## src/rtl/axi_ctrl_pkg.sv

```systemverilog
// Shared types for the AXI transaction scheduler: FSM states, run status codes,
// and a width helper for the cycle counters sized from their terminal count.
package axi_ctrl_pkg;

    typedef enum logic [2:0] {
        IDLE  = 3'd0,
        ISSUE = 3'd1,
        WAIT  = 3'd2,
        GAP   = 3'd3,
        DONE  = 3'd4
    } state_e;

    typedef enum logic [1:0] {
        ST_OK  = 2'd0,
        ST_ERR = 2'd1,
        ST_TMO = 2'd2,
        ST_ABT = 2'd3
    } status_e;

    // Bits needed for a counter that runs 0 .. n-1 (never narrower than 1).
    function automatic int cnt_width(input int n);
        return (n <= 1) ? 1 : $clog2(n);
    endfunction

endpackage

```

## src/rtl/sat_counter.sv

```systemverilog
// Purpose: W-bit event counter, synchronous clear, increment that sticks at all-ones.
// Latency: count reflects a clr/inc one cycle after it is asserted.
// Backpressure: none; clr has priority over inc.
module sat_counter #(
    parameter int W = 16
) (
    input  logic         clk,
    input  logic         rst_n,
    input  logic         clr,
    input  logic         inc,
    output logic [W-1:0] cnt
);

    logic [W-1:0] cnt_q;
    logic [W-1:0] cnt_d;

    // Next count: clear wins, otherwise increment unless already saturated.
    always_comb begin
        cnt_d = cnt_q;
        if (clr) begin
            cnt_d = '0;
        end else if (inc && (cnt_q != '1)) begin
            cnt_d = cnt_q + 1'b1;
        end
    end

    // Count register.
    always_ff @(posedge clk or negedge rst_n) begin
        if (!rst_n) begin
            cnt_q <= '0;
        end else begin
            cnt_q <= cnt_d;
        end
    end

    assign cnt = cnt_q;

endmodule

```

## src/rtl/axi_txn_scheduler.sv

```systemverilog
// Purpose: drives the master engine through a programmed run of transactions with timeout, retry, gap and abort.
// Latency: init pulse one cycle after an accepted start; done pulse one cycle after the final completion/timeout/abort.
// Backpressure: none; start is ignored while busy and only one master transaction is ever outstanding.
module axi_txn_scheduler
    import axi_ctrl_pkg::*;
#(
    parameter int CNT_W          = 16,
    parameter int TIMEOUT_CYCLES = 4096,
    parameter int MAX_RETRY      = 3,
    parameter int GAP_CYCLES     = 8
) (
    input  logic             i_sysclk,
    input  logic             i_sysrstn,
    input  logic             i_start,
    input  logic             i_abort,
    input  logic [CNT_W-1:0] i_txn_count,
    input  logic             i_continue_on_error,
    output logic             o_init_axi_txn,
    input  logic             i_txn_done,
    input  logic             i_error,
    output logic             o_busy,
    output logic             o_done,
    output logic [1:0]       o_status,
    output logic [CNT_W-1:0] o_txn_ok,
    output logic [CNT_W-1:0] o_err_count,
    output logic [CNT_W-1:0] o_retry_count
);

    localparam int TMO_W = cnt_width(TIMEOUT_CYCLES);
    localparam int GAP_W = cnt_width(GAP_CYCLES);
    localparam int RTY_W = (MAX_RETRY < 1) ? 1 : $clog2(MAX_RETRY + 1);

    localparam logic [TMO_W-1:0] TMO_LAST = TMO_W'(TIMEOUT_CYCLES - 1);
    localparam logic [GAP_W-1:0] GAP_LAST = GAP_W'((GAP_CYCLES > 0) ? GAP_CYCLES - 1 : 0);
    localparam logic [RTY_W-1:0] RTY_MAX  = RTY_W'(MAX_RETRY);

    // With no gap configured, a finished transaction goes straight to the next issue.
    localparam state_e AFTER_TXN = (GAP_CYCLES == 0) ? ISSUE : GAP;

    state_e           state_q,  state_d;
    status_e          status_q, status_d;
    logic [CNT_W-1:0] count_q,  count_d;
    logic [CNT_W-1:0] idx_q,    idx_d;
    logic             cont_q,   cont_d;
    logic [RTY_W-1:0] rty_q,    rty_d;
    logic [TMO_W-1:0] tmo_q,    tmo_d;
    logic [GAP_W-1:0] gap_q,    gap_d;
    logic             done_prev_q;

    logic start_acc;
    logic done_edge;
    logic last_txn;
    logic ok_inc;
    logic err_inc;
    logic rty_inc;

    assign done_edge = i_txn_done & ~done_prev_q;
    // idx never exceeds count-1, so idx+1 cannot wrap even for an all-ones count.
    assign last_txn  = ((idx_q + CNT_W'(1)) == count_q);

    // Next-state, run bookkeeping and counter-increment strobes.
    always_comb begin
        state_d   = state_q;
        status_d  = status_q;
        count_d   = count_q;
        idx_d     = idx_q;
        cont_d    = cont_q;
        rty_d     = rty_q;
        tmo_d     = (state_q == WAIT) ? tmo_q + 1'b1 : '0;
        gap_d     = (state_q == GAP)  ? gap_q + 1'b1 : '0;
        start_acc = 1'b0;
        ok_inc    = 1'b0;
        err_inc   = 1'b0;
        rty_inc   = 1'b0;

        unique case (state_q)
            IDLE: begin
                if (i_start) begin
                    start_acc = 1'b1;
                    count_d   = i_txn_count;
                    cont_d    = i_continue_on_error;
                    status_d  = ST_OK;
                    idx_d     = '0;
                    rty_d     = '0;
                    state_d   = (i_txn_count == '0) ? DONE : ISSUE;
                end
            end
            ISSUE: begin
                if (i_abort) begin
                    status_d = ST_ABT;
                    state_d  = DONE;
                end else begin
                    state_d = WAIT;
                end
            end
            WAIT: begin
                // Abort beats a completion, and a completion beats the timeout.
                if (i_abort) begin
                    status_d = ST_ABT;
                    state_d  = DONE;
                end else if (done_edge && !i_error) begin
                    ok_inc  = 1'b1;
                    rty_d   = '0;
                    idx_d   = idx_q + CNT_W'(1);
                    state_d = last_txn ? DONE : AFTER_TXN;
                end else if (done_edge) begin
                    err_inc = 1'b1;
                    if (rty_q < RTY_MAX) begin
                        rty_inc = 1'b1;
                        rty_d   = rty_q + 1'b1;
                        state_d = AFTER_TXN;
                    end else if (cont_q) begin
                        // Retries exhausted: give up on this one but keep the run going.
                        status_d = ST_ERR;
                        rty_d    = '0;
                        idx_d    = idx_q + CNT_W'(1);
                        state_d  = last_txn ? DONE : AFTER_TXN;
                    end else begin
                        status_d = ST_ERR;
                        state_d  = DONE;
                    end
                end else if (tmo_q == TMO_LAST) begin
                    status_d = ST_TMO;
                    state_d  = DONE;
                end
            end
            GAP: begin
                if (i_abort) begin
                    status_d = ST_ABT;
                    state_d  = DONE;
                end else if (gap_q == GAP_LAST) begin
                    state_d = ISSUE;
                end
            end
            DONE: begin
                state_d = IDLE;
            end
            default: begin
                state_d = IDLE;
            end
        endcase
    end

    // FSM and run-context registers.
    always_ff @(posedge i_sysclk or negedge i_sysrstn) begin
        if (!i_sysrstn) begin
            state_q     <= IDLE;
            status_q    <= ST_OK;
            count_q     <= '0;
            idx_q       <= '0;
            cont_q      <= 1'b0;
            rty_q       <= '0;
            tmo_q       <= '0;
            gap_q       <= '0;
            done_prev_q <= 1'b0;
        end else begin
            state_q     <= state_d;
            status_q    <= status_d;
            count_q     <= count_d;
            idx_q       <= idx_d;
            cont_q      <= cont_d;
            rty_q       <= rty_d;
            tmo_q       <= tmo_d;
            gap_q       <= gap_d;
            done_prev_q <= i_txn_done;
        end
    end

    sat_counter #(.W(CNT_W)) u_txn_ok (
        .clk   (i_sysclk),
        .rst_n (i_sysrstn),
        .clr   (start_acc),
        .inc   (ok_inc),
        .cnt   (o_txn_ok)
    );

    sat_counter #(.W(CNT_W)) u_err_cnt (
        .clk   (i_sysclk),
        .rst_n (i_sysrstn),
        .clr   (start_acc),
        .inc   (err_inc),
        .cnt   (o_err_count)
    );

    sat_counter #(.W(CNT_W)) u_retry_cnt (
        .clk   (i_sysclk),
        .rst_n (i_sysrstn),
        .clr   (start_acc),
        .inc   (rty_inc),
        .cnt   (o_retry_count)
    );

    assign o_init_axi_txn = (state_q == ISSUE);
    assign o_done         = (state_q == DONE);
    assign o_busy         = (state_q != IDLE);
    assign o_status       = status_q;

endmodule

```

## config.mk

```make
export PLATFORM = sky130hd
export DESIGN_NAME = axi_txn_scheduler
export DESIGN_NICKNAME = d
export VERILOG_FILES = /design/src/rtl/axi_ctrl_pkg.sv /design/src/rtl/sat_counter.sv /design/src/rtl/axi_txn_scheduler.sv
export SDC_FILE = /design/constraint.sdc
export NUM_CORES = 1
export LEC_CHECK = 0
export CELL_PAD_IN_SITES_DETAIL_PLACEMENT = 1
export CELL_PAD_IN_SITES_GLOBAL_PLACEMENT = 1
export CORE_MARGIN = 2
export CORE_UTILIZATION = 46
export DETAILED_ROUTE_END_ITERATION = 10
export PLACE_DENSITY = 0.86
export SLEW_MARGIN = 25
export SYNTH_ARGS = -nofsm -noshare
export SYNTH_HDL_FRONTEND = slang
export SYNTH_SLANG_ARGS = --single-unit
export TNS_END_PERCENT = 5
```

## constraint.sdc

```tcl
create_clock -name i_sysclk -period 4 [get_ports i_sysclk]
set_clock_uncertainty 0.2 [all_clocks]
set_input_delay 0.4 -clock i_sysclk [delete_from_list [all_inputs] [get_ports i_sysclk]]
set_output_delay 0.4 -clock i_sysclk [all_outputs]
set_load 0.02 [all_outputs]
```

## Word-level counts from Yosys, hierarchy flattened

Cells that the tools add are included.
W data, S select, Z words.

- Register bits after elaboration: 104
- Output and inout port bits: 53
- Input port bits: 23

- $lt $le $gt $ge: 1
- Equal/unequal tests: 22
- Multiplexer cells: 56
- Reduce and logical (&&, ||, !) cells: 19
- $add $sub $neg: 7
- Bitwise gates (word level): 2

Operators by type and width:

| kind | number |
|---|---|
| $mux W16 | 12 |
| $add A16 B1 Y16 const B | 4 |
| $ne A16 B16 Y1 const B | 3 |
| $mux W3 | 13 |
| $pmux W16 S2 | 1 |
| $mux W2 | 12 |
| $eq A16 B16 Y1 | 1 |
| $logic_not A16 Y1 | 1 |
| $mux W1 | 14 |
| $add A12 B1 Y12 const B | 1 |
| $eq A12 B12 Y1 const B | 1 |
| $mux W12 | 1 |
| $pmux W3 S4 | 1 |
| $reduce_and A6 Y1 | 2 |
| $ne A3 B2 Y1 const B | 3 |
| $reduce_bool A2 Y1 | 4 |
| $eq A3 B2 Y1 const B | 2 |
| $eq A3 B3 Y1 const B | 2 |
| $ne A3 B3 Y1 const B | 2 |
| $pmux W2 S3 | 1 |
| $reduce_bool A3 Y1 | 2 |
| $ne A5 B3 Y1 const B | 1 |
| $reduce_and A5 Y1 | 1 |
| $logic_and A1 B1 Y1 | 4 |
| 17 further kinds | 18 |

## Longest topological paths before layout

Gate-level depths: netlist of the first run.

- Word-level depth: 9
- Mapped depth: 9
- Mapped depth without buffers: 7

## Hierarchy

A second synthesis of the first run with hierarchy kept.

- Cell total of the unflattened synthesis: 608
- Area total of the unflattened synthesis: 5965.7 um^2

Modules (own cells, without submodules):

| module | cells each | area each (um^2) | sequential area each (um^2) | instances |
|---|---|---|---|---|
| axi_txn_scheduler | 318 | 3150.5 | 1401.3 | 1 |
| sat_counter at u_err_cnt ... | 98 | 942.2 | 400.4 | 2 |
| sat_counter at u_txn_ok | 94 | 930.9 | 400.4 | 1 |

## Worst setup path before layout of the first run

Ideal clock, no wire load.

- Kind: reg2reg
- Start point: register state_q[0]
- End point: register u_retry_cnt.cnt_q[10], in the netlist u_retry_cnt.cnt[10]
- Library setup time: 0.130 ns
- Clock period less this slack: 2.518 ns
- Buffers on the path: 2
- Arrival: 2.188 ns
- Required time: 3.670 ns
- Slack: 1.482 ns
- Stages on the path, launching flop included: 9
- Cell sequence: dfrtp_1 > buf_6 > or3b_4 > buf_6 > or4_4 > a2111oi_4 > nand4_1 > xor2_1 > nor2_2

- Word-level cells in the longest chain between the ends: 4

Ends and longest elaborated chain:

| item | RTL line | source |
|---|---|---|
| start: declaration | axi_txn_scheduler.sv:40 | `state_e state_q, state_d;` |
| start signal: assignment | axi_txn_scheduler.sv:157 | `state_q <= state_d;` |
| $eq A3 B2 Y1 | axi_txn_scheduler.sv:76 | `unique case (state_q)` |
| $mux W1 | axi_txn_scheduler.sv:76 |  |
| $logic_and A1 B1 Y1 | sat_counter.sv:22 | `end else if (inc && (cnt_q != '1)) begin` |
| $reduce_bool A2 Y1 (no line) | -- |  |
| end signal: assignment | sat_counter.sv:32 | `cnt_q <= cnt_d;` |
| end: declaration | sat_counter.sv:14 | `logic [W-1:0] cnt_q;` |

Parallel ways exist; a longest one is shown, timed or not.
A chain may end at the register's enable or synchronous reset.

## Worst setup path in the final report of the first run

- Start point: register idx_q[0]
- End point: register state_q[2]

- Word-level cells in the longest chain between the ends: 9

Ends and longest elaborated chain:

| item | RTL line | source |
|---|---|---|
| start: declaration | axi_txn_scheduler.sv:43 | `logic [CNT_W-1:0] idx_q, idx_d;` |
| start signal: assignment | axi_txn_scheduler.sv:160 | `idx_q <= idx_d;` |
| $add A16 B1 Y16 * | axi_txn_scheduler.sv:59 | `assign last_txn = ((idx_q + CNT_W'(1)) == count_q);` |
| $eq A16 B16 Y1 * | axi_txn_scheduler.sv:59 |  |
| $mux W3 * | axi_txn_scheduler.sv:105, axi_txn_scheduler.sv:117 |  |
| $mux W3 | axi_txn_scheduler.sv:112 | `end else if (cont_q) begin` |
| $mux W3 | axi_txn_scheduler.sv:108 | `if (rty_q < RTY_MAX) begin` |
| $mux W3 | axi_txn_scheduler.sv:106 | `end else if (done_edge) begin` |
| $mux W3 * | axi_txn_scheduler.sv:101 | `end else if (done_edge && !i_error) begin` |
| $mux W3 * | axi_txn_scheduler.sv:98 | `if (i_abort) begin` |
| $pmux W3 S4 * | axi_txn_scheduler.sv:76 |  |

Every way passes the cells marked *; elsewhere a longest branch is shown, timed or not.

==> results.toml, run 1 <==
[yosys]
seq_area_frac_synth_pct = 46.4
synth_ff_type = "dfrtp_1"
netlist_instances = 589
synth_area_leaders = "dfrtp_1 46%, xor2_1 5.2%, nor2_1 4.8%, xnor2_1 4.7%, o21ai_0 3.4%"
synth_nets = 620
yosysUniqueCellTypes = 53
syn_area_per_cell_um2 = 9.51
synthArstFlopShare_pct = 100
yosysTopAreaCell = "dfrtp_1"
synth.cell_area_um2 = 5600
yosysTopAreaCellShare_pct = 46.4
synth-warning-count = 0
synth_edf_count = 0
yosys_register_bits = 104

[sta]
setup_tns_ns = 0
hold_viol = 0
slew_headroom_pct = 48.2
slew_violations = 0
tightestPinTransition_ns = 0.778
fin_crit_sh_pct = 71.8
min_period_ns = 2.87
rsz0062_at_grt = "no"
fmax_mhz = 348
setup_viol = 0

[worst_setup_path]
startpoint_type = "flop"
crit_required_ns = 4.05
arrival_ns = 2.92
timing_worst_setup_path_type = "flop to flop"
worstSetupEndpointType = "flop"
rrSetupSlack_ns = 1.13
critPathMaxFanout = 7

[route]
via_per_inst = 5.89
wl_per_cell_um = 19.0
drtIter0Drc = 266
dr_total_vias = 4730
first_pass_iters = 5
ant_nets = 0
wirelength_mm = 15.3
drcViolationCount = 0

[finish]
final_layout_size_suffix_gt1_share_pct = 7.77
layout_commonest_cell = "dfrtp_1"
layout_common_cells = "104 x dfrtp_1, 74 x clkdlybuf4s50_1, 72 x nor2_1, 38 x o21ai_0, 36 x nand2_1"
fillers = 1336
fin_nets = 682
final_cell_area_um2 = 6830
antennaDiodeCount = 0
area_delta_synth_final_pct = 21.8

[global_routing]
grt_busiest_layer = "met2"
met2_usage_pct = 42.3
grt-ovfl-total = 0
grt_pass1_vias = 5011
met3_usage_pct = 3.44
grt_usage_pct = 24.6
grt_max_degree = 68
antenna_found_initial = 0
grt_first_pass_wirelength_mm = 25.4
met1_usage_pct = 32.1

[min_path]
hold_class = "flop to flop"

[place]
io_buffers = 75
placed_area_um2 = 6440
place.gp.congestion = 0.842
dp_hpwl_mm = 10.7

[clock_tree]
clock-sinks = 104
numCtsBuffers = 9
root_buffer = "clkbuf_16"
htree_levels = 3
clk_latency_ns = 0.35
cts_buffer_depth = 2
clk_pin_slew_ns = 0.07
cts_resized = 0
tritoncts = "built"

[floorplanning]
ios = 76
start_util_pct = 46.9
dieHeight_um = 114
coreArea_um2 = 12000
die_w_um = 114
dieArea_um2 = 13100
num_rows = 40

[status]
status = "finished clean"

[power_and_ir_drop]
max-vdd-ir-drop_v = 0.000238
p_leak_uw = 0.00277
p_per_area_nw_per_um2 = 478

[job]
drv_cap = 0
-- cell usage after synthesis, drive strengths merged, types with 3 or more instances --
master and count:
xor2 33, or3 16, o211ai 5, a21o 4, clkbuf 22, o21ai 38
nand2 36, or4 3, or2 3, nand4 20, nand3 28, and3 12
o31ai 8, ha 8, nand2b 9, nor2 75, and2 7, nor2b 6
nor4 12, xnor2 30, and4 7, mux2i 3, a21oi 25, nor3b 3
buf 7, nor3 15, or3b 3, inv 9, dfrtp 104, mux2 16
-- final cells by class --
type                            count  area [µm²]  area share [%]
Clock buffer                       10         239            3.50
Sequential cell                   104        2600            38.1
Multi-Input combinational cell    447        2850            41.7
Timing Repair Buffer               80         788            11.5
Tap cell                          147         184            2.69
Clock inverter                      6         130            1.91
Inverter                            9        33.8           0.495
-- logic make-up (layout without fill, tap and decap cells) --
kind of cell / after synthesis / count (layout) / share of synthesized area, %
DFF: 104 / 104 / 46.4
AOI/OAI and AO/OA: 102 / 102 / 11.8
adders and majority gates: 8 / 8 / 1.79
and+or+nand+nor: 255 / 255 / 23.5
buffers and inverters: 38 / 105 / 2.86
xor gates and xnor gates: 63 / 63 / 9.85
muxes: 19 / 19 / 3.75
-- routing by layer --
metal / vias to the layer above / routed length (µm)
met4: 0 / 235
li1: 2216 / -
met1: 2389 / 6770
met2: 109 / 7710
met3: 16 / 541
met5: - / 0
-- path summary, 6_finish.rpt --
check                           from          endpoint  cells past startpoint
max reg2reg                 idx_q[0]        state_q[2]                      7
min in group asynchronous  i_sysrstn  u_err_cnt.cnt[7]                      2
max                         idx_q[0]        state_q[2]                      7
min                         gap_q[0]          gap_q[0]                      1
min reg2reg                 gap_q[0]          gap_q[0]                      1
max in group asynchronous  i_sysrstn         idx_q[13]                      3
-- worst max-delay path, stage by stage, from the launching register on --
cell,delay (ns)
dfrtp_1,0.49
ha_1,0.33
nand3_1,0.31
nor4_1,0.62
xnor2_1,0.21
o21ai_0,0.29
nor3_1,0.11
a21o_1,0.20
-- registers in the layout, summed over array words and instances (netlist names) --
| register | cells |
|---|---|
| tmo_q | 12 |
| u_err_cnt.cnt | 16 |
| done_prev_q | 1 |
| state_q | 3 |
| u_txn_ok.cnt | 16 |
| gap_q | 3 |
| u_retry_cnt.cnt | 16 |
| count_q | 16 |
| cont_q | 1 |
| rty_q | 2 |
| o_status | 2 |
| idx_q | 16 |
-- report_power, final --
part | internal [µW] | switching [µW] | total (µW)
Clock | 690 | 400 | 1090
Combinational | 372 | 481 | 852
Sequential | 1180 | 140 | 1320
-- what timing repair did --
item / in CTS / in global routing
hold buffers: 1 / 0
buffers inserted: 0 / 0
hold endpoints to repair: 44 / 0
-- stage by stage --
step	total power, µW	cells	util (%)	setup slack (ns)	hold slack (ns)
3_5_place_dp	2180	786	53.8	0.813	0.234
2_1_floorplan	1910	589	-	1.48	-0.0956
6_report	3260	803	57.1	1.13	0.233
5_1_grt	3420	803	57.1	0.915	0.258
4_1_cts	3280	803	57.0	1.13	0.243
3_3_place_gp	2140	786	53.8	0.919	0.224
Note: power is estimated with default switching activity, not from simulation.
==> inputs of run 2 (changes only) <==
--- a/config.mk
+++ b/config.mk
@@ -8,9 +8,9 @@
 export CELL_PAD_IN_SITES_DETAIL_PLACEMENT = 1
 export CELL_PAD_IN_SITES_GLOBAL_PLACEMENT = 1
 export CORE_MARGIN = 2
-export CORE_UTILIZATION = 46
+export CORE_UTILIZATION = 38
 export DETAILED_ROUTE_END_ITERATION = 10
-export PLACE_DENSITY = 0.86
+export PLACE_DENSITY = 0.76
 export SLEW_MARGIN = 25
 export SYNTH_ARGS = -nofsm -noshare
 export SYNTH_HDL_FRONTEND = slang
==> constraint.sdc (replaced) <==
create_clock -name i_sysclk -period 2.5 [get_ports i_sysclk]
set_clock_uncertainty 0.2 [all_clocks]
set_input_delay 0.25 -clock i_sysclk [delete_from_list [all_inputs] [get_ports i_sysclk]]
set_output_delay 0.25 -clock i_sysclk [all_outputs]
set_load 0.02 [all_outputs]
==> run 2 against run 1 <==
Effect of this change:
- first-iteration DRC count decreased by 2.6%
- register-to-register slack got worse by 1.1 ns
- maximum frequency increased by 18%
- sequential share of layout area decreased by 1.8 points
- cell area increased by 5.1%
- die area increased by 20%
- final cell count increased by 10%
- setup slack got worse by 1.1 ns
- wire length increased by 0.43%
- power increased by 52%
- utilization decreased by 7.5 points
- critical path type unchanged
- largest power group unchanged
==> results.toml, run 2 (synthesis results as in run 1) <==
[sta]
tightestPinTransition_ns = 0.568
setup_tns_ns = 0
hold_viol = 0
min_period_ns = 2.43
slew_violations = 0
slew_headroom_pct = 62.1
fmax_mhz = 412
setup_viol = 0
rsz0062_at_grt = "yes"
fin_crit_sh_pct = 97.2

[clock_tree]
clk_latency_ns = 0.36
numCtsBuffers = 9
htree_levels = 3
clock-sinks = 104
cts_buffer_depth = 2
clk_pin_slew_ns = 0.07
root_buffer = "clkbuf_16"
tritoncts = "built"

[worst_setup_path]
arrival_ns = 2.47
startpoint_type = "flop"
crit_chain = "nand4_1, or3_1, nor4_1, o32ai_2, nor4_2, nor2_1"
timing_worst_setup_path_type = "flop to flop"
slowest_stage = "or3_1"
critPathMaxStageDelay_ns = 0.46
worstSetupEndpointType = "flop"
critPathMaxFanout = 7
crit_required_ns = 2.54

[global_routing]
grt_pass1_vias = 5291
grt_max_degree = 105
grt_first_pass_wirelength_mm = 26.3
antenna_found_initial = 1
grt-ovfl-total = 0
grt_usage_pct = 20.4

[place]
dp_hpwl_mm = 11.0
io_buffers = 75
place.gp.congestion = 0.821

[power_and_ir_drop]
max-vdd-ir-drop_v = 0.000426
p_leak_uw = 0.00294
p_per_area_nw_per_um2 = 691
finalPower_uw = 4960

[finish]
fillers = 1683
fin_nets = 726
area_delta_synth_final_pct = 28.0
layout_commonest_cell = "dfrtp_1"
seqCellArea_um2 = 2600
layout_common_cells = "103 x dfrtp_1, 74 x clkdlybuf4s50_1, 72 x nor2_1, 47 x buf_4, 38 x o21ai_0"
antennaDiodeCount = 0
final_layout_size_suffix_gt1_share_pct = 14.4
multi_input_area_um2 = 2890

[floorplanning]
start_util_pct = 38.7
ios = 76
die_w_um = 125
num_rows = 44
dieHeight_um = 125
coreArea_um2 = 14500
dieArea_um2 = 15700

[route]
wl_met1_mm = 6.93
drcViolationCount = 0
drtIter0Drc = 259
wirelength_mm = 15.3
first_pass_iters = 4
met3RoutedLength_um = 522
dr_total_vias = 4828
wl_per_cell_um = 17.3
via_per_inst = 5.47
wl_met2_mm = 7.64
top_layer = "met4"
ant_nets = 0

[status]
status = "finished clean"

[min_path]
hold_class = "primary input to flop"

[job]
drv_cap = 0
[run 2: cell count changes in the layout (fill, tap and decap cells not counted), sizes merged]
cell,change
clkbuf,+2
bufinv,-4
clkinvlp,+1
buf,+44
[run 2: critical path, delay by kind of cell, from the launching register on]
family / cells / cell delay (ns)
and+or+nand+nor: 5 / 1.50
DFF: 1 / 0.44
AOI/OAI and AO/OA: 1 / 0.18
[run 2: through the flow]
step / utilization [%] / hold WS, ns / area, µm² / worst slack, ns / cells
floorplan: - / -0.246 / 5600 / 0.0627 / 589
CTS: 49.2 / 0.197 / 7130 / 0.0326 / 883
global placement: 47.3 / 0.167 / 6840 / -0.271 / 867
detailed placement: 47.3 / 0.168 / 6840 / -0.360 / 867
finish: 49.5 / 0.209 / 7170 / 0.0706 / 883
global route: 49.5 / 0.214 / 7170 / -0.0574 / 883
[run 2: final timing paths]
path                            start               to  slack (ns)  depth (start not counted)
min in group asynchronous   i_sysrstn  u_txn_ok.cnt[3]        0.29                          3
max in group asynchronous   i_sysrstn         idx_q[0]        1.36                          3
max                          idx_q[0]       state_q[1]        0.07                          6
max reg2reg                  idx_q[0]       state_q[1]        0.07                          6
min reg2reg                  gap_q[0]         gap_q[0]        0.25                          1
min                        i_txn_done      done_prev_q        0.21                          1
[run 2: report_power, final]
part	switching [µW]	total, µW	internal [µW]
Clock	632	1350	722
Sequential	192	2080	1890
Combinational	826	1520	694
[run 2: area by class of cell]
type	count	share of cell area (%)
multi-input cells	447	40.2
flip-flops and latches	104	36.3
repair buffers	124	15.9
clock buffers	12	3.58
well taps	184	3.21
inverters	9	0.471
clock inverters	3	0.244
[run 2: timing repair]
item | 4_1_cts | 5_1_grt
endpoints found under the hold margin | 104 | 0
hold buffers | 1 | 0
setup buffers | 0 | 0
endpoints found under the setup margin | 0 | 30
gates resized for setup | 0 | 10
[run 2: per-layer routing]
| metal | GRT usage (%) | vias up |
|---|---|---|
| met3 | 3.08 | 15 |
| met4 | 6.21 | 0 |
| li1 | - | 2296 |
| met5 | 0 | - |
| met2 | 35.0 | 69 |
| met1 | 26.7 | 2448 |
